--- config.mk ---
export PLATFORM = sky130hd
export DESIGN_NAME = serial_subtractor
export DESIGN_NICKNAME = d
export VERILOG_FILES = /design/src/rtl/serial_sub_pkg.sv /design/src/rtl/full_subtractor.sv /design/src/rtl/serial_subtractor.sv
export SDC_FILE = /design/constraint.sdc
export NUM_CORES = 1
export LEC_CHECK = 0
export BUFFER_PORTS_ARGS = -buffer_cell sky130_fd_sc_hd__buf_2
export CORE_MARGIN = 3
export CORE_UTILIZATION = 36
export CTS_CLUSTER_DIAMETER = 100
export DETAILED_ROUTE_END_ITERATION = 8
export GPL_TIMING_DRIVEN = 0
export PLACE_DENSITY = 0.65
export SLEW_MARGIN = 5
export SYNTH_ARGS = -nofsm -noshare
export SYNTH_HDL_FRONTEND = slang
export SYNTH_SLANG_ARGS = --single-unit
--- constraint.sdc ---
create_clock -name clk -period 1.4 [get_ports clk]
set_input_delay 0.21 -clock clk [delete_from_list [all_inputs] [get_ports clk]]
set_output_delay 0.21 -clock clk [all_outputs]
set_load 0.01 [all_outputs]
--- src/rtl/serial_sub_pkg.sv ---
// Shared types and defaults for the bit-serial subtractor.
// Imported by the top level and the full-subtractor cell.
package serial_sub_pkg;

   // Controller states for the serial datapath
   typedef enum logic [1:0] {
      IDLE  = 2'd0,
      SHIFT = 2'd1,
      DONE  = 2'd2
   } sub_state_t;

   // Default operand/result width
   localparam int SUB_WIDTH_DEF = 8;

endpackage

--- src/rtl/full_subtractor.sv ---
// Single-bit full subtractor cell: d = a - b - bin.
// Purely combinational; borrow-out set when a < b + bin.
module full_subtractor
   import serial_sub_pkg::*;
(
   input  logic a,
   input  logic b,
   input  logic bin,
   output logic d,
   output logic bout
);

   logic w_axb;

   assign w_axb = a ^ b;
   assign d     = w_axb ^ bin;
   assign bout  = (~a & b) | (~w_axb & bin);

endmodule

--- src/rtl/serial_subtractor.sv ---
// Bit-serial unsigned subtractor, LSB first, one bit per clock.
// Computes (a - b - bin) mod 2^WIDTH plus final borrow.
module serial_subtractor
   import serial_sub_pkg::*;
#(
   parameter int WIDTH = SUB_WIDTH_DEF
)
(
   input  logic             clk,
   input  logic             rst_n,
   input  logic             start,
   input  logic [WIDTH-1:0] a,
   input  logic [WIDTH-1:0] b,
   input  logic             bin,
   output logic             busy,
   output logic             done,
   output logic [WIDTH-1:0] diff,
   output logic             bout
);

   localparam int CW = $clog2(WIDTH);
   localparam logic [CW-1:0] LAST = CW'(WIDTH - 1);

   sub_state_t       r_state;
   sub_state_t       w_nxt;
   logic             w_load;
   logic             w_shift;
   logic             w_last;

   logic [WIDTH-1:0] r_a_sh;
   logic [WIDTH-1:0] r_b_sh;
   logic [WIDTH-2:0] r_res_sh;
   logic             r_brw;
   logic [CW-1:0]    r_cnt;
   logic [WIDTH-1:0] r_diff;
   logic             r_bout;

   logic             w_d;
   logic             w_bo;
   logic [WIDTH-1:0] w_res_nxt;

   full_subtractor u_fs (
      .a    (r_a_sh[0]),
      .b    (r_b_sh[0]),
      .bin  (r_brw),
      .d    (w_d),
      .bout (w_bo)
   );

   // Result bits enter at the MSB and walk down toward bit 0
   assign w_res_nxt = {w_d, r_res_sh};
   assign w_last    = (r_cnt == LAST);

   // Controller state register
   always_ff @(posedge clk or negedge rst_n) begin
      if (!rst_n) begin
         r_state <= IDLE;
      end else begin
         r_state <= w_nxt;
      end
   end

   // Next-state and datapath strobes
   always_comb begin
      w_nxt   = r_state;
      w_load  = 1'b0;
      w_shift = 1'b0;
      unique case (r_state)
         IDLE: begin
            if (start) begin
               w_load = 1'b1;
               w_nxt  = SHIFT;
            end
         end
         SHIFT: begin
            w_shift = 1'b1;
            if (w_last) begin
               w_nxt = DONE;
            end
         end
         DONE: begin
            w_nxt = IDLE;
         end
         default: begin
            w_nxt = IDLE;
         end
      endcase
   end

   // Operand capture and per-bit shift of the serial datapath
   always_ff @(posedge clk or negedge rst_n) begin
      if (!rst_n) begin
         r_a_sh   <= '0;
         r_b_sh   <= '0;
         r_res_sh <= '0;
         r_brw    <= 1'b0;
         r_cnt    <= '0;
      end else if (w_load) begin
         r_a_sh <= a;
         r_b_sh <= b;
         r_brw  <= bin;
         r_cnt  <= '0;
      end else if (w_shift) begin
         r_res_sh <= w_res_nxt[WIDTH-1:1];
         r_a_sh   <= r_a_sh >> 1;
         r_b_sh   <= r_b_sh >> 1;
         r_brw    <= w_bo;
         r_cnt    <= r_cnt + CW'(1);
      end
   end

   // Result registers hold until the next completion
   always_ff @(posedge clk or negedge rst_n) begin
      if (!rst_n) begin
         r_diff <= '0;
         r_bout <= 1'b0;
      end else if (w_shift && w_last) begin
         r_diff <= w_res_nxt;
         r_bout <= w_bo;
      end
   end

   assign busy = (r_state == SHIFT);
   assign done = (r_state == DONE);
   assign diff = r_diff;
   assign bout = r_bout;

endmodule

==> results of run 1 <==
-- per-stage QoR --
stage,hold WS [ns],TNS (ns)
after floorplan,-0.0856,0
after global placement,0.359,-0.455
after detailed placement,0.364,-0.527
after CTS,0.0414,-0.227
after global routing,0.0822,-0.347
final,0.00955,-0.0604
-- synthesized netlist by cell type --
master / count / share of area, %
dfrtp_1: 38 / 57
nand2_1: 23 / 5.2
o22ai_1: 18 / 6.8
a21oi_1: 8 / 2.4
inv_1: 8 / 1.8
mux2_1: 7 / 4.7
a2bb2oi_1: 6 / 3.2
buf_2: 5 / 1.5
nand2b_1: 4 / 1.5
nor2_1: 4 / 0.90
buf_4: 3 / 1.4
a22o_1: 2 / 1.1
buf_6: 2 / 1.4
ha_1: 2 / 1.5
nand3b_1: 2 / 0.90
o21ai_0: 2 / 0.60
o221a_2: 2 / 1.4
o32ai_1: 2 / 1.1
a221oi_2: 1 / 0.90
clkbuf_1: 1 / 0.22
fa_1: 1 / 1.2
inv_2: 1 / 0.22
mux2_2: 1 / 0.68
nand3b_4: 1 / 1.2
nor2_4: 1 / 0.68
o31ai_1: 1 / 0.45
or2_2: 1 / 0.38
-- cells by family after synthesis --
kind of cell,Yosys count
muxes,8
AOI/OAI and AO/OA,42
adders and majority gates,3
and+or+nand+nor,36
buffers and inverters,20
DFF,38
-- final cells by class --
cell class	instances	share of cell area, %
Sequential cell	38	43.9
Multi-Input combinational cell	89	31.8
Timing Repair Buffer	40	11.8
Clock buffer	7	3.98
Buffer	9	3.52
Tap cell	52	3.00
Inverter	9	1.79
Clock inverter	1	0.231
-- state kept, by name, indices dropped and copies added, names as in the netlist --
name / flops
diff: 8
r_brw: 1
r_b_sh: 8
bout: 1
r_cnt: 3
r_res_sh: 7
r_a_sh: 8
r_state: 2
-- per-layer routing --
| layer | vias to the layer above | part of all wire (%) | track usage (%) |
|---|---|---|---|
| li1 | 610 | - | - |
| met1 | 644 | 45 | 20.8 |
| met2 | 23 | 50 | 23.2 |
| met3 | 4 | 4.4 | 3.65 |
| met4 | 0 | 0.78 | 4.83 |
| met5 | - | 0 | 0 |
-- what timing repair did --
item / in CTS / in global routing
pin swaps: 0 / 2
cloned: 1 / 0
endpoints found under the setup margin: 9 / 16
gates resized for setup: 18 / 12
buffers inserted: 9 / 0
-- worst max-delay path by stage --
stage / from / to / slack [ns]
2_1_floorplan: r_cnt[0] / diff[1] / 0.01
5_1_grt: r_cnt[1] / diff[6] / -0.06
3_3_place_gp: r_cnt[0] / diff[5] / -0.07
6_report: r_cnt[1] / diff[6] / -0.02
3_5_place_dp: r_cnt[0] / diff[6] / -0.08
4_1_cts: r_state[1] / busy / -0.07
-- critical path, cell delays in order (launching register included) --
cell and delay [ns]:
dfrtp_1 0.39, ha_2 0.21, ha_4 0.17, nand3b_4 0.10, buf_8 0.14, mux2_4 0.30
-- report_power, final --
group          internal [uW]  switching, uW  total, uW
clock                    397            375        772
combinational           1180           1020       2200
sequential              1620            353       1970
==> summary.txt, run 1 <==
Synth
  • Xor/xnor share of the synthesized area: 0%
  • Post-synthesis simple-gate area fraction: 10.7%
  • Largest family of logic cells by synthesized area: compound AO/OA/AOI/OAI gates
  • Post-synthesis compound-gate area fraction: between 10% and 20%
  • Mapped Nets: 170
  • Cells after Synth: 147
  • Seq cells post-synth: 38
  • Sequential element share of the synthesized area: a little under three fifths
  • Syn Std Cell Area: 1670 um2
  • Post-Syn Area per Cell: about 11 um2
  • Unique masters post-synth: 27
  • Post-synthesis adder-cell area fraction: approximately 2.7%
  • Mux share of post-synthesis cell area: about 5.4%
  • YS warnings: 0

Floorplan
  • Row count: 24
  • Die Width: ~74 um
  • I/O pin count: 31
  • CORE AREA: 4410 um2
  • Initial Utilization: between 30% and 40%
  • DIE HEIGHT: 74.1 um
  • Total die area: around 5500 um2

Run status
  • Failing checks: setup timing
  • Outcome: finished with violations

Power
  • Leak: 0.00107 uW
  • Pwr per Cell Area: between 2000 and 2500 nW/um2
  • Pwr Total: 4940 uW
  • Peak VDD IR: approximately 0.74 mV

Worst hold path
  • Hold Path Class: in2async

Routing
  • Drt drc: 0
  • Avg WL per Cell: 15.1 um
  • First-pass detailed-route iteration total: 4
  • Vias: 1281
  • Via-per-instance ratio: 5.23
  • Final wirelength: 3700 um
  • DRT iter0 DRCs: 75
  • Detail Route Antenna Nets: 0

Critical path
  • Worst r2r dst: diff[6]
  • Worst R2R Start: r_cnt[1]
  • WP data required: 1.57 ns
  • WP data arrival: 1.59 ns
  • Reg2Reg Depth: 5
  • Startpoint types: flop
  • CP max FO: 5
  • Endpoint type of the worst setup path: flop
  • Crit Path Class: reg2reg
  • Worst reg2reg setup slack: -0.02 ns

Cells and area
  • Fraction of layout cells with a size suffix above 1: 40.4%
  • Multi-input logic area: 689 um2
  • Area grow syn2layout: 30.1%
  • FF+latch area: 952 um2
  • Core Util, Final: about half
  • Commonest non-fill, non-tap cell in the layout: dfrtp_1
  • Most frequent cells in the layout: 37 x dfrtp_1, 30 x buf_2, 23 x nand2_1
  • Design area: 2170 um2
  • # diodes: 0
  • Final nets: 215
  • Post-Layout Cell Count: 245
  • Fillers: 394

CTS
  • Worst-path clk slew: 0.07 ns
  • Clock Root Buffer: clkbuf_8
  • Hold_buf cts: 0
  • H-tree level count: 2
  • CTS tree: built
  • Clock latency on the worst-skew pair: 0.29 ns
  • Clk buf depth: 2
  • CTS sink count: 38
  • Clock buffer count from CTS: 5

Placement
  • Pre-CTS setup slack: -0.0827 ns
  • Placed Area: 1890 um2
  • Inst Count DP: 229
  • Port Buf Inserts: 30
  • Final GP Congestion: 0.702
  • Post-DP HPWL: 2300 um

Run
  • Max cap viols: 0

Timing
  • Final period util: 101%
  • Final worst slack: -0.0170 ns
  • Worst Max-Slew Pin Slew: 0.840 ns
  • Final Hold Viols: 0
  • Clock skew: approximately 0.0069 ns
  • RSZ-0062 raised after global routing: true
  • Slew Limit Fails: 0
  • F_max: 0.706 GHz
  • Slew HR: 44.0%
  • Period minus WS final: 1.42 ns
  • Final setup viols: 7

Global route
  • Initial antenna violation count: 0
  • GRT overflow: 0
  • Vias in the first global route: approximately 1300
  • Largest net degree at the start of global routing: 39
  • Global-route wire length before repair: 6220 um
  • Gr usage total: 15.0%
Power figures use the tool's default switching activity.
==> run 2: changes to the inputs <==
--- a/config.mk
+++ b/config.mk
@@ -12,6 +12,7 @@
 export DETAILED_ROUTE_END_ITERATION = 8
 export GPL_TIMING_DRIVEN = 0
 export PLACE_DENSITY = 0.65
+export SETUP_SLACK_MARGIN = 0.3
 export SLEW_MARGIN = 5
 export SYNTH_ARGS = -nofsm -noshare
 export SYNTH_HDL_FRONTEND = slang
==> run 2 against run 1 <==
The flow still finishes with violations (setup timing); power rose by 21%; maximum frequency fell by 3.6%; clock skew fell by 0.0036 ns; final cell count rose by 6.1%; wire length rose by 16%; sequential share of layout area fell by 7.5 points; first-iteration DRC count fell by 35%; worst setup slack got worse by 0.054 ns.
==> summary.txt, run 2 (synthesis results as in run 1) <==
CTS
  • CTS tree: built (unchanged)
  • H-tree level count: 2 (unchanged)
  • Clock latency on the worst-skew pair: 0.29 ns (about the same)
  • Clock buffer count from CTS: 5 (unchanged)
  • Clock Root Buffer: clkbuf_8 (unchanged)
  • Worst-path clk slew: 0.07 ns (about the same)
  • Hold_buf cts: 0 (unchanged)
  • CTS sink count: 38 (unchanged)
  • Clk buf depth: 2 (unchanged)

Floorplan
  • DIE HEIGHT: 74.1 um (unchanged)
  • Initial Utilization: 37.8% (unchanged)
  • CORE AREA: 4410 um2 (unchanged)
  • Row count: 24 (unchanged)
  • Total die area: 5490 um2 (unchanged)
  • I/O pin count: 31 (unchanged)
  • Die Width: 74.1 um (unchanged)

Critical path
  • WP data arrival: 1.26 ns (was 1.59 ns)
  • CP max FO: 3 (was 5)
  • Startpoint types: flop (unchanged)
  • WP data required: 1.19 ns (was 1.57 ns)
  • Crit Path Class: reg2out (was reg2reg)
  • Endpoint type of the worst setup path: output port (was flop)

Cells and area
  • Final nets: 231 (was 215)
  • Multi-input logic area: 920 um2 (was 689 um2)
  • Commonest non-fill, non-tap cell in the layout: dfrtp_1 (unchanged)
  • Core Util, Final: 59.2% (was 49.1%)
  • Fillers: 378 (was 394)
  • Area grow syn2layout: 56.6% (was 30.1%)
  • Most frequent cells in the layout: 38 x dfrtp_1, 30 x buf_2, 19 x nand2_1 (was 37 x dfrtp_1, 30 x buf_2, 23 x nand2_1)
  • Fraction of layout cells with a size suffix above 1: 62.0% (was 40.4%)
  • Post-Layout Cell Count: 260 (was 245)
  • FF+latch area: 951 um2 (was 952 um2)
  • # diodes: 0 (unchanged)

Timing
  • F_max: 0.680 GHz (was 0.706 GHz)
  • Final Hold Viols: 0 (unchanged)
  • RSZ-0062 raised after global routing: true (unchanged)
  • Period minus WS final: 1.47 ns (was 1.42 ns)
  • Final worst slack: -0.0705 ns (was -0.0170 ns)
  • Worst Max-Slew Pin Slew: 0.838 ns (was 0.840 ns)
  • Clock skew: 0.00328 ns (was 0.00691 ns)
  • Slew HR: 44.1% (was 44.0%)
  • Slew Limit Fails: 0 (unchanged)
  • Final period util: 105% (was 101%)
  • Final setup viols: 10 (was 7)

Run status
  • Outcome: finished with violations (unchanged)
  • Failing checks: setup timing (unchanged)

Global route
  • Largest net degree at the start of global routing: 39 (unchanged)
  • GRT overflow: 0 (unchanged)
  • Vias in the first global route: 1445 (was 1263)
  • Global-route wire length before repair: 6920 um (was 6220 um)
  • Gr usage total: 16.8% (was 15.0%)
  • Initial antenna violation count: 0 (unchanged)

Routing
  • Detail Route Antenna Nets: 0 (unchanged)
  • Met3 routed WL: 208 um (was 162 um)
  • DRT iter0 DRCs: 49 (was 75)
  • Avg WL per Cell: 16.5 um (was 15.1 um)
  • Top layer in use: met4 (unchanged)
  • Vias: 1387 (was 1281)
  • First-pass detailed-route iteration total: 4 (unchanged)
  • Via-per-instance ratio: 5.33 (was 5.23)
  • DR WL met2: 2120 um (was 1840 um)
  • Final wirelength: 4290 um (was 3700 um)
  • Drt drc: 0 (unchanged)
  • Post-Route M1 WL: 1850 um (was 1670 um)

Power
  • Leak: 0.00123 uW (was 0.00107 uW)
  • Pwr per Cell Area: 2290 nW/um2 (was 2280 nW/um2)
  • Pwr Total: 5970 uW (was 4940 uW)
  • Peak VDD IR: 0.970 mV (was 0.739 mV)

Worst hold path
  • Hold Path Class: in2async (unchanged)

Run
  • Max cap viols: 0 (unchanged)

Placement
  • Final GP Congestion: 0.777 (was 0.702)
  • Port Buf Inserts: 30 (unchanged)
  • Post-DP HPWL: 2530 um (was 2300 um)
  • Inst Count DP: 229 (unchanged)
-- run 2: repair_timing --
action | CTS | global route
pin swaps | 10 | 12
gates resized for setup | 43 | 26
buffers inserted | 15 | 6
endpoints found under the setup margin | 39 | 40
gates cloned | 2 | 1
-- run 2: layer usage --
metal	GRT usage, %	vias up
li1	-	644
met1	21.6	690
met2	26.8	41
met3	4.05	12
met4	7.44	0
met5	0	-
-- run 2: where the power goes --
group / total [uW] / internal (uW) / switching, uW / leakage (uW)
Clock: 707 / 343 / 364 / 0.0000383
Combinational: 3200 / 1890 / 1310 / 0.000736
Sequential: 2060 / 1620 / 441 / 0.000455
Total: 5970 / 3850 / 2120 / 0.00123
-- run 2: worst paths after layout --
path                       startpoint   endpoint  slack, ns  depth (start not counted)
hold reg to reg                  bout       bout       0.49                          2
max in group asynchronous       rst_n    diff[2]       0.85                          1
hold / removal                  rst_n    diff[4]       0.02                          1
setup / recovery           r_state[1]       busy      -0.07                          6
setup reg to reg             r_cnt[1]    diff[1]      -0.03                          5
min in group clk                 b[7]  r_b_sh[7]       0.19                          3
-- run 2: per-stage QoR --
step | setup TNS, ns | hold WS, ns | setup WS (ns) | cell area (um2)
2_1_floorplan | 0 | -0.0856 | 0.0587 | 1790
3_3_place_gp | 0 | 0.348 | 0.0107 | 2010
3_5_place_dp | -0.185 | 0.372 | -0.0325 | 2010
4_1_cts | -0.172 | 0.0524 | -0.0818 | 2430
5_1_grt | -0.747 | 0.0850 | -0.115 | 2610
6_report | -0.241 | 0.0153 | -0.0705 | 2610
-- run 2: critical path: stages (launching register included) --
cell and delay, ns:
dfrtp_1 0.37, buf_6 0.12, nand2b_4 0.13, buf_8 0.12
inv_4 0.05, buf_8 0.09, buf_6 0.09
-- run 2: cell type report --
cell class | instances | share of cell area [%]
plain buffers | 11 | 5.17
well taps | 52 | 2.49
flip-flops and latches | 38 | 36.4
inverters | 9 | 1.58
clock buffers | 7 | 2.92
multi-input cells | 89 | 35.2
repair buffers | 54 | 16.2
==> run 3: changes to the inputs <==
--- a/config.mk
+++ b/config.mk
@@ -16,4 +16,5 @@
 export SLEW_MARGIN = 5
 export SYNTH_ARGS = -nofsm -noshare
 export SYNTH_HDL_FRONTEND = slang
+export SYNTH_HIERARCHICAL = 1
 export SYNTH_SLANG_ARGS = --single-unit
==> run 3 against run 2 <==
The run still ends with setup timing left; area after synthesis rose by 1.9%; worst hold slack better by 0.0046 ns; via count decreased by 4.5%; final area shrank 4.3%; synthesized cell count shrank 0.68%; die area increased by 1.7%; register-to-register slack improved by 0.07 ns; first-iteration DRC count down 14%; critical path type unchanged; largest cell class unchanged.
==> summary.txt, run 3 <==
Run status
  • Outcome: finished with violations (unchanged)
  • Failing checks: setup timing (unchanged)

CTS
  • Worst-path clk slew: 0.08 ns (was 0.07 ns)
  • Clock buffer count from CTS: 5 (unchanged)
  • CTS sink count: 38 (unchanged)
  • CTS tree: built (unchanged)
  • Clock latency on the worst-skew pair: 0.30 ns (was 0.29 ns)
  • Clock Root Buffer: clkbuf_8 (unchanged)
  • Clk buf depth: 2 (unchanged)
  • H-tree level count: 2 (unchanged)

Critical path
  • Worst reg2reg setup slack: 0.04 ns (was -0.03 ns)
  • Crit Path Class: reg2out (unchanged)
  • Startpoint types: flop (unchanged)
  • WP data required: 1.19 ns (about the same)
  • Endpoint type of the worst setup path: output port (unchanged)
  • WP data arrival: 1.23 ns (was 1.26 ns)
  • CP max FO: 2 (was 3)

Run
  • Max cap viols: 0 (unchanged)

Routing
  • Drt drc: 0 (unchanged)
  • DRT iter0 DRCs: 42 (was 49)
  • First-pass detailed-route iteration total: 4 (unchanged)
  • Detail Route Antenna Nets: 0 (unchanged)
  • Final wirelength: 4170 um (was 4290 um)
  • Vias: 1325 (was 1387)
  • Avg WL per Cell: 16.3 um (was 16.5 um)
  • Via-per-instance ratio: 5.18 (was 5.33)

Placement
  • Placed Area: 1950 um2 (was 2010 um2)
  • Pre-CTS setup slack: 0.0416 ns (was -0.0325 ns)
  • Post-DP HPWL: 2370 um (was 2530 um)
  • Port Buf Inserts: 30 (unchanged)
  • Final GP Congestion: 0.722 (was 0.777)

Timing
  • Period minus WS final: 1.44 ns (was 1.47 ns)
  • F_max: 0.693 GHz (was 0.680 GHz)
  • Final setup viols: 2 (was 10)
  • Slew HR: 42.2% (was 44.1%)
  • Clock skew: 0.00633 ns (was 0.00328 ns)
  • Final Hold Viols: 0 (unchanged)
  • Final setup TNS: -0.0707 ns (was -0.241 ns)
  • Worst Max-Slew Pin Slew: 0.868 ns (was 0.838 ns)
  • Final worst slack: -0.0440 ns (was -0.0705 ns)
  • Slew Limit Fails: 0 (unchanged)
  • Final period util: 103% (was 105%)
  • RSZ-0062 raised after global routing: true (unchanged)

Power
  • Pwr per Cell Area: 2320 nW/um2 (was 2290 nW/um2)
  • Pint: 3730 uW (was 3850 uW)
  • Psw: 2070 uW (was 2120 uW)
  • Gate power share: 51.7% (was 53.7%)
  • Clock Power Share: 13.6% (was 11.8%)
  • Leak: 0.00118 uW (was 0.00123 uW)
  • Sw Ratio: 35.7% (was 35.5%)
  • Reg power frac: 34.7% (was 34.5%)
  • Pwr Total: 5800 uW (was 5970 uW)
  • Peak VDD IR: 0.885 mV (was 0.970 mV)

Global route
  • Initial antenna violation count: 0 (unchanged)
  • Global-route wire length before repair: 6510 um (was 6920 um)
  • Vias in the first global route: 1369 (was 1445)
  • Gr usage total: 16.2% (was 16.8%)
  • GRT overflow: 0 (unchanged)
  • Largest net degree at the start of global routing: 39 (unchanged)

Cells and area
  • Commonest non-fill, non-tap cell in the layout: dfrtp_1 (unchanged)
  • Final nets: 226 (was 231)
  • Design area: 2500 um2 (was 2610 um2)
  • Area grow syn2layout: 47.2% (was 56.6%)
  • Most frequent cells in the layout: 37 x dfrtp_1, 30 x buf_2, 22 x nand2_1 (was 38 x dfrtp_1, 30 x buf_2, 19 x nand2_1)
  • Fillers: 390 (was 378)
  • FF+latch area: 952 um2 (was 951 um2)
  • # diodes: 0 (unchanged)
  • Fraction of layout cells with a size suffix above 1: 54.9% (was 62.0%)
  • Multi-input logic area: 866 um2 (was 920 um2)

Synth
  • Synth area leader: dfrtp_1 (unchanged)
  • Yosys top cell area share: 56.0% (was 57.0%)
  • Cell with the most instances after synthesis: dfrtp_1 (unchanged)
  • Synth top area cells: dfrtp_1 56%, mux2_4 8.0%, o22ai_1 7.0% (was dfrtp_1 57%, o22ai_1 6.8%, nand2_1 5.2%)
  • Mapped Nets: 169 (was 170)
  • Seq cells post-synth: 38 (unchanged)
  • Unique masters post-synth: 25 (was 27)
  • Sequential element share of the synthesized area: 56.0% (was 57.0%)
  • Post-Syn Area per Cell: 11.6 um2 (was 11.3 um2)
  • YS warnings: 6 (was 0)
  • Cells after Synth: 146 (was 147)
  • Syn Std Cell Area: 1700 um2 (was 1670 um2)
  • Primary FF master, synth: dfrtp_1 (unchanged)
  • Ys async rst share: 100% (unchanged)
  • Number of synthesized flops with an enable pin: 0 (unchanged)
  • Most frequent cells after synthesis: 38 x dfrtp_1, 22 x nand2_1, 19 x o22ai_1, 9 x inv_1, 9 x mux2_4 (was 38 x dfrtp_1, 23 x nand2_1, 18 x o22ai_1, 8 x a21oi_1, 8 x inv_1)

Floorplan
  • CORE AREA: 4440 um2 (was 4410 um2)
  • DIE HEIGHT: 74.7 um (was 74.1 um)
  • Initial Utilization: 38.2% (was 37.8%)
  • Row count: 24 (unchanged)
  • Die Width: 74.7 um (was 74.1 um)
  • I/O pin count: 31 (unchanged)
  • Total die area: 5580 um2 (was 5490 um2)

Worst hold path
  • Hold Path Class: in2async (unchanged)
-- run 3: changes by cell type in the layout (fill, tap and decap cells not counted), moves of 3 or more --
cell | previous run | this run
o22ai_2 | 11 | 7
buf_6 | 15 | 8
nand2_2 | 3 | 0
a2bb2oi_1 | 0 | 7
nand2_1 | 19 | 22
o22ai_4 | 2 | 5
a2bb2oi_2 | 6 | 0
-- run 3: metal layers --
| layer | global-route usage, % | share of wire (%) |
|---|---|---|
| met1 | 18.0 | 42 |
| met2 | 27.6 | 52 |
| met3 | 6.14 | 4.7 |
| met4 | 6.92 | 1.6 |
| met5 | 0 | 0 |
-- run 3: what timing repair did --
action | in CTS | in global routing
resized for setup | 39 | 25
pin swaps | 13 | 5
hold endpoints to repair | 0 | 0
buffers inserted | 12 | 5
gates cloned | 3 | 0
endpoints found under the setup margin | 40 | 40
hold buffers | 0 | 0
-- run 3: worst paths after layout --
check / from / to / cells after the start
setup reg to reg: r_state[1] / diff[2] / 6
setup / recovery: r_state[0] / busy / 6
hold reg to reg: r_res_sh[0] / r_res_sh[0] / 2
min in group clk: b[7] / r_b_sh[7] / 3
hold / removal: rst_n / diff[1] / 1
max in group asynchronous: rst_n / r_state[1] / 1
-- run 3: area by class of cell --
type	instances	area share, %
tap	52	2.60
multi-input combinational	89	34.6
clock buffer	7	3.45
timing repair buffer	49	13.7
clock inverter	1	0.200
buffer	10	5.30
sequential	38	38.1
inverter	10	2.10
-- run 3: metrics by stage --
stage / utilization [%] / cells / hold WS, ns
after global placement: 43.9 / 228 / 0.369
final: 56.3 / 256 / 0.0199
after floorplan: - / 146 / -0.0856
after global routing: 56.3 / 256 / 0.0753
after CTS: 52.6 / 251 / 0.0346
after detailed placement: 43.9 / 228 / 0.367
-- run 3: kinds of logic (layout without fill, tap and decap cells) --
family                   count (synthesis)  in the layout  share of synthesized area [%]
buffers and inverters                   20             77                           6.55
multiplexers                             9              9                           7.95
AO/OA/AOI/OAI                           41             41                           16.6
flip-flops                              38             38                           56.0
adder cells (fa/ha/maj)                  3              3                           2.65
AND/OR/NAND/NOR                         35             36                           10.3
-- run 3: power groups by stage --
| stage | Clock (uW) | Combinational, uW | Sequential, uW |
|---|---|---|---|
| floorplan | 0 | 1520 | 1960 |
| global route | 863 | 3260 | 2080 |
| detailed placement | 0 | 2030 | 1980 |
| CTS | 806 | 2730 | 1980 |
| global placement | 0 | 1980 | 1960 |
| finish | 788 | 3000 | 2010 |
-- run 3: worst max-delay path, cell delays in order, from the launching register on --
cell and delay, ns:
dfrtp_1 0.38, buf_6 0.13, nand2b_4 0.06, buf_8 0.11
clkinv_8 0.05, buf_8 0.11, buf_6 0.11
